[src/rtl/controle_pkg.sv]
// rtl/controle_pkg.sv - state, opcode, function and ULA codes for the multi-cycle control unit
package controle_pkg;

   localparam logic [2:0] S_INICIO  = 3'd0;
   localparam logic [2:0] S_BUSCA   = 3'd1;
   localparam logic [2:0] S_DECOD   = 3'd2;
   localparam logic [2:0] S_EXEC    = 3'd3;
   localparam logic [2:0] S_MEM     = 3'd4;
   localparam logic [2:0] S_ESCRITA = 3'd5;
   localparam logic [2:0] S_PARADO  = 3'd6;
   localparam logic [2:0] S_ERRO    = 3'd7;

   localparam logic [2:0] OP_LOAD     = 3'b000;
   localparam logic [2:0] OP_SLT      = 3'b001;
   localparam logic [2:0] OP_ADD      = 3'b010;
   localparam logic [2:0] OP_ADDI     = 3'b011;
   localparam logic [2:0] OP_SETZ     = 3'b100;
   localparam logic [2:0] OP_STORE    = 3'b101;
   localparam logic [2:0] OP_BEQZ     = 3'b110;
   localparam logic [2:0] OP_ESPECIAL = 3'b111;

   localparam logic [1:0] FN_HALT = 2'b00;
   localparam logic [1:0] FN_INVS = 2'b01;
   localparam logic [1:0] FN_INVT = 2'b10;
   localparam logic [1:0] FN_JR   = 2'b11;

   localparam logic [1:0] ULA_ADD  = 2'b00;
   localparam logic [1:0] ULA_SLT  = 2'b01;
   localparam logic [1:0] ULA_SETZ = 2'b10;

   localparam logic [1:0] FONTE_IMM = 2'b00;
   localparam logic [1:0] FONTE_REG = 2'b01;
   localparam logic [1:0] FONTE_SLT = 2'b10;

   typedef struct packed {
      logic       escrev_mem;
      logic       ler_mem;
      logic       jump;
      logic       halt;
      logic       escrev_reg;
      logic       beqz;
      logic [1:0] ula_op;
      logic [1:0] fonte_ula;
      logic       escrev_ir;
      logic       escrev_pc;
   } strobes_t;

   localparam int STROBE_W = $bits(strobes_t);

endpackage

[src/rtl/controle_decod.sv]
// rtl/controle_decod.sv - Moore strobe decode from state and latched opcode/function
module controle_decod
   import controle_pkg::*;
(
   input  logic [2:0]          estado,
   input  logic [2:0]          op,
   input  logic [1:0]          func,
   output logic [STROBE_W-1:0] strobes
);

   strobes_t s;

   always_comb begin
      s = '0;
      case (estado)
         S_BUSCA: begin
            s.escrev_ir = 1'b1;
            s.escrev_pc = 1'b1;
         end
         S_EXEC: begin
            case (op)
               OP_LOAD, OP_STORE, OP_ADDI: begin
                  s.ula_op    = ULA_ADD;
                  s.fonte_ula = FONTE_IMM;
               end
               OP_ADD:  s.fonte_ula = FONTE_REG;
               OP_SETZ: s.ula_op = ULA_SETZ;
               OP_SLT: begin
                  s.ula_op    = ULA_SLT;
                  s.fonte_ula = FONTE_SLT;
               end
               OP_BEQZ:     s.beqz = 1'b1;
               OP_ESPECIAL: s.jump = (func == FN_JR);
               default: ;
            endcase
         end
         S_MEM: begin
            s.ler_mem    = (op == OP_LOAD);
            s.escrev_mem = (op == OP_STORE);
         end
         S_ESCRITA: s.escrev_reg = 1'b1;
         S_PARADO, S_ERRO: s.halt = 1'b1;
         default: ;
      endcase
   end

   assign strobes = s;

endmodule

[src/rtl/controle_multiciclo.sv]
// rtl/controle_multiciclo.sv - multi-cycle control FSM with memory timeout, halt/resume and retire counter
module controle_multiciclo
   import controle_pkg::*;
#(
   parameter int OPCODE_W    = 3,
   parameter int FUNC_W      = 2,
   parameter int MEM_TIMEOUT = 15,
   parameter int CNT_W       = 16
) (
   input  logic                clock,
   input  logic                reset_n,
   input  logic [OPCODE_W-1:0] OPcode,
   input  logic [FUNC_W-1:0]   BitVerificao,
   input  logic                mem_pronta,
   input  logic                continuar,
   output logic                EscrevMem,
   output logic                LerMem,
   output logic                Jump,
   output logic                Halt,
   output logic                EscrevReg,
   output logic                Beqz,
   output logic [1:0]          UlaOp,
   output logic [1:0]          FonteUla,
   output logic                EscrevIR,
   output logic                EscrevPC,
   output logic                erro,
   output logic [2:0]          estado,
   output logic [CNT_W-1:0]    instr_count
);

   localparam int WAIT_W = (MEM_TIMEOUT < 2) ? 1 : $clog2(MEM_TIMEOUT);
   localparam logic [WAIT_W-1:0] WAIT_MAX = WAIT_W'(MEM_TIMEOUT - 1);
   localparam logic [CNT_W-1:0]  CNT_MAX  = '1;

   logic [2:0]        estado_q, nxt;
   logic [2:0]        op_q;
   logic [1:0]        func_q;
   logic [WAIT_W-1:0] wait_cnt;
   logic              erro_q;
   logic [CNT_W-1:0]  cnt_q;
   logic              retire;
   logic              ilegal;
   strobes_t          s;

   // Only the low three opcode bits name an instruction; anything above them is illegal.
   generate
      if (OPCODE_W > 3) begin : g_ilegal
         assign ilegal = |OPcode[OPCODE_W-1:3];
      end else begin : g_legal
         assign ilegal = 1'b0;
      end
      if (FUNC_W > 2) begin : g_func_alto
         logic unused_func;
         assign unused_func = ^BitVerificao[FUNC_W-1:2];
      end
   endgenerate

   always_comb begin
      nxt    = estado_q;
      retire = 1'b0;
      case (estado_q)
         S_INICIO:  nxt = S_BUSCA;
         S_BUSCA:   nxt = S_DECOD;
         S_DECOD:   nxt = ilegal ? S_ERRO : S_EXEC;
         S_EXEC: begin
            case (op_q)
               OP_LOAD, OP_STORE: nxt = S_MEM;
               OP_BEQZ: begin
                  nxt    = S_BUSCA;
                  retire = 1'b1;
               end
               OP_ESPECIAL: begin
                  if (func_q == FN_HALT) begin
                     nxt    = S_PARADO;
                     retire = 1'b1;
                  end else if (func_q == FN_JR) begin
                     nxt    = S_BUSCA;
                     retire = 1'b1;
                  end else begin
                     nxt = S_ESCRITA;
                  end
               end
               default: nxt = S_ESCRITA;
            endcase
         end
         S_MEM: begin
            if (mem_pronta) begin
               if (op_q == OP_LOAD) begin
                  nxt = S_ESCRITA;
               end else begin
                  nxt    = S_BUSCA;
                  retire = 1'b1;
               end
            end else if (wait_cnt == WAIT_MAX) begin
               nxt = S_ERRO;
            end
         end
         S_ESCRITA: begin
            nxt    = S_BUSCA;
            retire = 1'b1;
         end
         S_PARADO: if (continuar) nxt = S_BUSCA;
         S_ERRO:    nxt = S_ERRO;
         default:   nxt = S_INICIO;
      endcase
   end

   always_ff @(posedge clock or negedge reset_n) begin
      if (!reset_n) begin
         estado_q <= S_INICIO;
         op_q     <= '0;
         func_q   <= '0;
         wait_cnt <= '0;
         erro_q   <= 1'b0;
         cnt_q    <= '0;
      end else begin
         estado_q <= nxt;
         if (estado_q == S_DECOD) begin
            op_q   <= OPcode[2:0];
            func_q <= BitVerificao[1:0];
         end
         // Wait counter is zero on every entry into MEM.
         wait_cnt <= (estado_q == S_MEM && nxt == S_MEM) ? wait_cnt + 1'b1 : '0;
         if (nxt == S_ERRO) erro_q <= 1'b1;
         if (retire && cnt_q != CNT_MAX) cnt_q <= cnt_q + 1'b1;
      end
   end

   controle_decod u_decod (
      .estado  (estado_q),
      .op      (op_q),
      .func    (func_q),
      .strobes (s)
   );

   assign EscrevMem   = s.escrev_mem;
   assign LerMem      = s.ler_mem;
   assign Jump        = s.jump;
   assign Halt        = s.halt;
   assign EscrevReg   = s.escrev_reg;
   assign Beqz        = s.beqz;
   assign UlaOp       = s.ula_op;
   assign FonteUla    = s.fonte_ula;
   assign EscrevIR    = s.escrev_ir;
   assign EscrevPC    = s.escrev_pc;
   assign erro        = erro_q;
   assign estado      = estado_q;
   assign instr_count = cnt_q;

endmodule

[config.mk]
export PLATFORM = sky130hd
export DESIGN_NAME = controle_multiciclo
export DESIGN_NICKNAME = d
export VERILOG_FILES = /design/src/rtl/controle_pkg.sv /design/src/rtl/controle_decod.sv /design/src/rtl/controle_multiciclo.sv
export SDC_FILE = /design/constraint.sdc
export NUM_CORES = 1
export LEC_CHECK = 0
export CAP_MARGIN = 0
export CORE_MARGIN = 3
export CORE_UTILIZATION = 24
export CTS_CLUSTER_SIZE = 25
export DETAILED_ROUTE_END_ITERATION = 10
export PLACE_DENSITY_LB_ADDON = 0.1
export SYNTH_ARGS = -nofsm -noshare
export SYNTH_HDL_FRONTEND = slang
export SYNTH_HIERARCHICAL = 1
export SYNTH_SLANG_ARGS = --single-unit
export TNS_END_PERCENT = 50
[constraint.sdc]
create_clock -name clock -period 2 [get_ports clock]
set_clock_uncertainty 0.1 [all_clocks]
set_input_delay 0.6 -clock clock [delete_from_list [all_inputs] [get_ports clock]]
set_output_delay 0.6 -clock clock [all_outputs]
set_load 0.01 [all_outputs]
==> flow_metrics.py <==
metrics = {
    "cts": {
        "clkSinkCount": 29,
        "cts_htree_levels": 2,
        "clk_path_buf_depth": 2,
        "root_buffer": "clkbuf_8",
        "cts_tree": "built",
        "numCtsBuffers": 5,
        "cts.clk_slew.worst_paths_ns": 0.06,
        "insertion_delay_ns": 0.28,
    },
    "floorplanning": {
        "die_h_um": 87.85,
        "die_area_um2": 7718,
        "start_util_pct": 25.03,
        "io_pins": 41,
        "coreArea_um2": 6422,
        "rows": 29,
        "die_x_um": 87.85,
    },
    "power_and_ir_drop": {
        "p_sw_uw": 240.7,
        "power_leakage_nw": 1.117,
        "peakVddDrop_mv": 0.2047,
        "intPower_uw": 913.5,
        "totalPowerFinal_mw": 1.154,
        "combPwrFrac_pct": 2.8,
        "seq_power_share_pct": 50.8,
        "pwr-share-clk_pct": 46.4,
        "switching_share_pct": 20.85,
        "powerDensity_nw_per_um2": 472.1,
    },
    "layout": {
        "fin_nets": 236,
        "fin_util_pct": 38.07,
        "fin_area_um2": 2445,
        "num_antenna_cells": 0,
        "finalNonFillerCells": 300,
        "drive_above_1_share_pct": 39.01,
        "syn2layout_area_growth_pct": 52.06,
    },
    "timing": {
        "slew-limit-headroom_pct": 73.54,
        "finalCriticalPeriod_ns": 2.107,
        "holdWs_ns": 0.3721,
        "hold_viol_final": 0,
        "setup_tns_ns": -0.3743,
        "maxSlewViolCount": 0,
        "finalWorstSetupSlack_ns": -0.1068,
        "setup_violations": 7,
        "worst_pin_slew_ns": 0.3907,
        "rsz0062_at_grt": "yes",
        "max_freq_mhz": 474.7,
        "post-route-period-util_pct": 105.3,
    },
    "place": {
        "hpwl_um": 3160,
        "dp_cells": 285,
        "portBuffers": 40,
        "postPlaceCellArea_um2": 2232,
        "pre_cts_ws_ns": -0.6304,
        "place_congestion": 0.7761,
    },
    "setup_path": {
        "path_cells": "or3b_4 > nor4_4 > buf_2",
        "rr_worst_depth": 6,
        "crit_type": "flip-flop to primary output",
        "slowest_delay_ns": 0.42,
        "critPathLaunchType": "flip-flop",
        "end_kind": "primary output",
        "rr_endpoint": "instr_count[14]",
        "rr_startpoint": "op_q[2]",
        "critPathMaxFanout": 2,
        "cp.arrival_ns": 1.41,
        "path_buf_inv": 1,
        "crit_required_ns": 1.30,
        "regToRegSetupSlack_ns": -0.02,
        "critPathTopFamily": "simple AND/OR/NAND/NOR gates",
        "slowest_stage": "or3b_4",
    },
    "global_route": {
        "first_global_vias": 1498,
        "grtUsageTotal_pct": 11.95,
        "overflow": 0,
        "antenna_found_initial": 0,
        "grt_max_degree": 30,
        "grt_pass1_wl_um": 7120,
    },
    "route": {
        "first_iter_violations": 27,
        "drc": 0,
        "vias": 1440,
        "wl_per_cell_um": 14.08,
        "ant_nets": 0,
        "via_per_inst": 4.800,
        "drtPass1Iterations": 4,
        "drt_wl_total_um": 4223,
    },
    "run_status": {
        "violations": "setup timing",
        "status": "complete, but fails checks",
    },
    "min_path": {
        "min-delay-path-class": "flip-flop to flip-flop",
        "min_path_cells": 1,
        "holdPathEnd": "erro",
        "min_from": "erro",
    },
    "logic_synthesis": {
        "postSynthCellCount": 153,
        "synth.yosys.warnings": 6,
        "synth-seq-cells": 29,
        "synthesis.nets": 167,
        "yosys-top-cells-area": "dfrtp_1 45%, xnor2_1 6.0%, ha_1 3.9%",
        "avgSynthCellArea_um2": 10.51,
        "seq_area_frac_synth_pct": 45.14,
        "yosysTopAreaCellShare_pct": 45.14,
        "yosysTopAreaCell": "dfrtp_1",
        "synthDistinctLibCells": 45,
        "synth.cell_area_um2": 1608,
    },
    "run": {
        "drv_cap": 0,
    },
}
[cell usage after synthesis (all sizes together)]
cell type	number
nor4b	4
or2	1
and3b	2
a2bb2oi	1
nor2	9
a21oi	1
nand3b	2
xnor2	11
and2b	2
nor3b	3
mux2	5
o311ai	1
o21ai	4
nand2b	4
xor2	4
nand2	10
a32oi	1
o211ai	2
ha	5
and2	4
nand3	10
a31oi	1
nand4b	1
or3b	1
buf	3
and3	4
a31o	1
a211oi	1
or3	2
nand4	10
dfrtp	29
nor3	2
o31ai	1
nor4	3
o221ai	1
inv	7
[cell type report]
class                           instances  area [um2]
Sequential cell                        29       738.2
Multi-Input combinational cell        114       924.6
Clock inverter                          1       5.005
Inverter                                7       26.28
Fill cell                             640        3978
Timing Repair Buffer                   65       558.0
Clock buffer                            7       96.34
Tap cell                               77       96.34
[cell families (layout without fill, tap and decap cells)]
logic type | count (synthesis) | in the layout | share of synthesized area, %
buf+inv | 10 | 80 | 2.878
mux | 5 | 5 | 3.502
compound gates | 15 | 15 | 7.549
simple gates | 74 | 74 | 28.87
flops | 29 | 29 | 45.14
xor+xnor | 15 | 15 | 8.171
fa+ha+maj | 5 | 5 | 3.891
[layer usage]
metal  part of all wire [%]  global-route usage [%]  up-vias
met5                      0                       0        -
met4                   0.78                   3.766        0
met1                     43                   13.36      706
met3                    5.7                   3.575        4
met2                     51                   21.64       38
li1                       -                       -      692
[cells in the final DEF, fill, tap and decap left out, drive strengths merged, types with 6 or more instances in the layout]
| cell type | instances |
|---|---|
| nand4 | 10 |
| nand3 | 10 |
| dfrtp | 29 |
| buf | 36 |
| xnor2 | 11 |
| nor2 | 9 |
| dlygate4sd2 | 6 |
| clkdlybuf4s50 | 18 |
| inv | 7 |
| nand2 | 10 |
| clkbuf | 8 |
[flip-flops by register name, indices dropped and copies added, names as in the netlist]
signal / flops
wait_cnt: 4
op_q: 3
estado: 3
instr_count: 16
func_q: 2
erro: 1
[how the worst max path moves through the flow]
stage | cells after the start | to | slack (ns) | startpoint
6_report | 3 | LerMem | -0.11 | estado[0]
5_1_grt | 4 | UlaOp[0] | -0.17 | estado[0]
4_1_cts | 3 | LerMem | -0.13 | estado[0]
3_5_place_dp | 6 | instr_count[14] | -0.63 | mem_pronta
3_3_place_gp | 6 | instr_count[14] | -0.60 | mem_pronta
2_1_floorplan | 5 | instr_count[14] | 0.02 | mem_pronta
[repair_timing]
item	in CTS	in global routing
pin swaps	5	9
gates resized for setup	65	26
hold buffers	0	0
buffers inserted	2	6
setup endpoints to repair	33	30
[power by group through the flow]
stage	clock network (mW)	registers (mW)	logic, mW
6_report	0.535	0.586	0.0326
5_1_grt	0.583	0.586	0.0369
4_1_cts	0.563	0.586	0.0342
3_5_place_dp	0	0.597	0.0350
3_3_place_gp	0	0.597	0.0337
2_1_floorplan	0	0.598	0.00213
No activity file was read; power rests on OpenSTA's default activity.
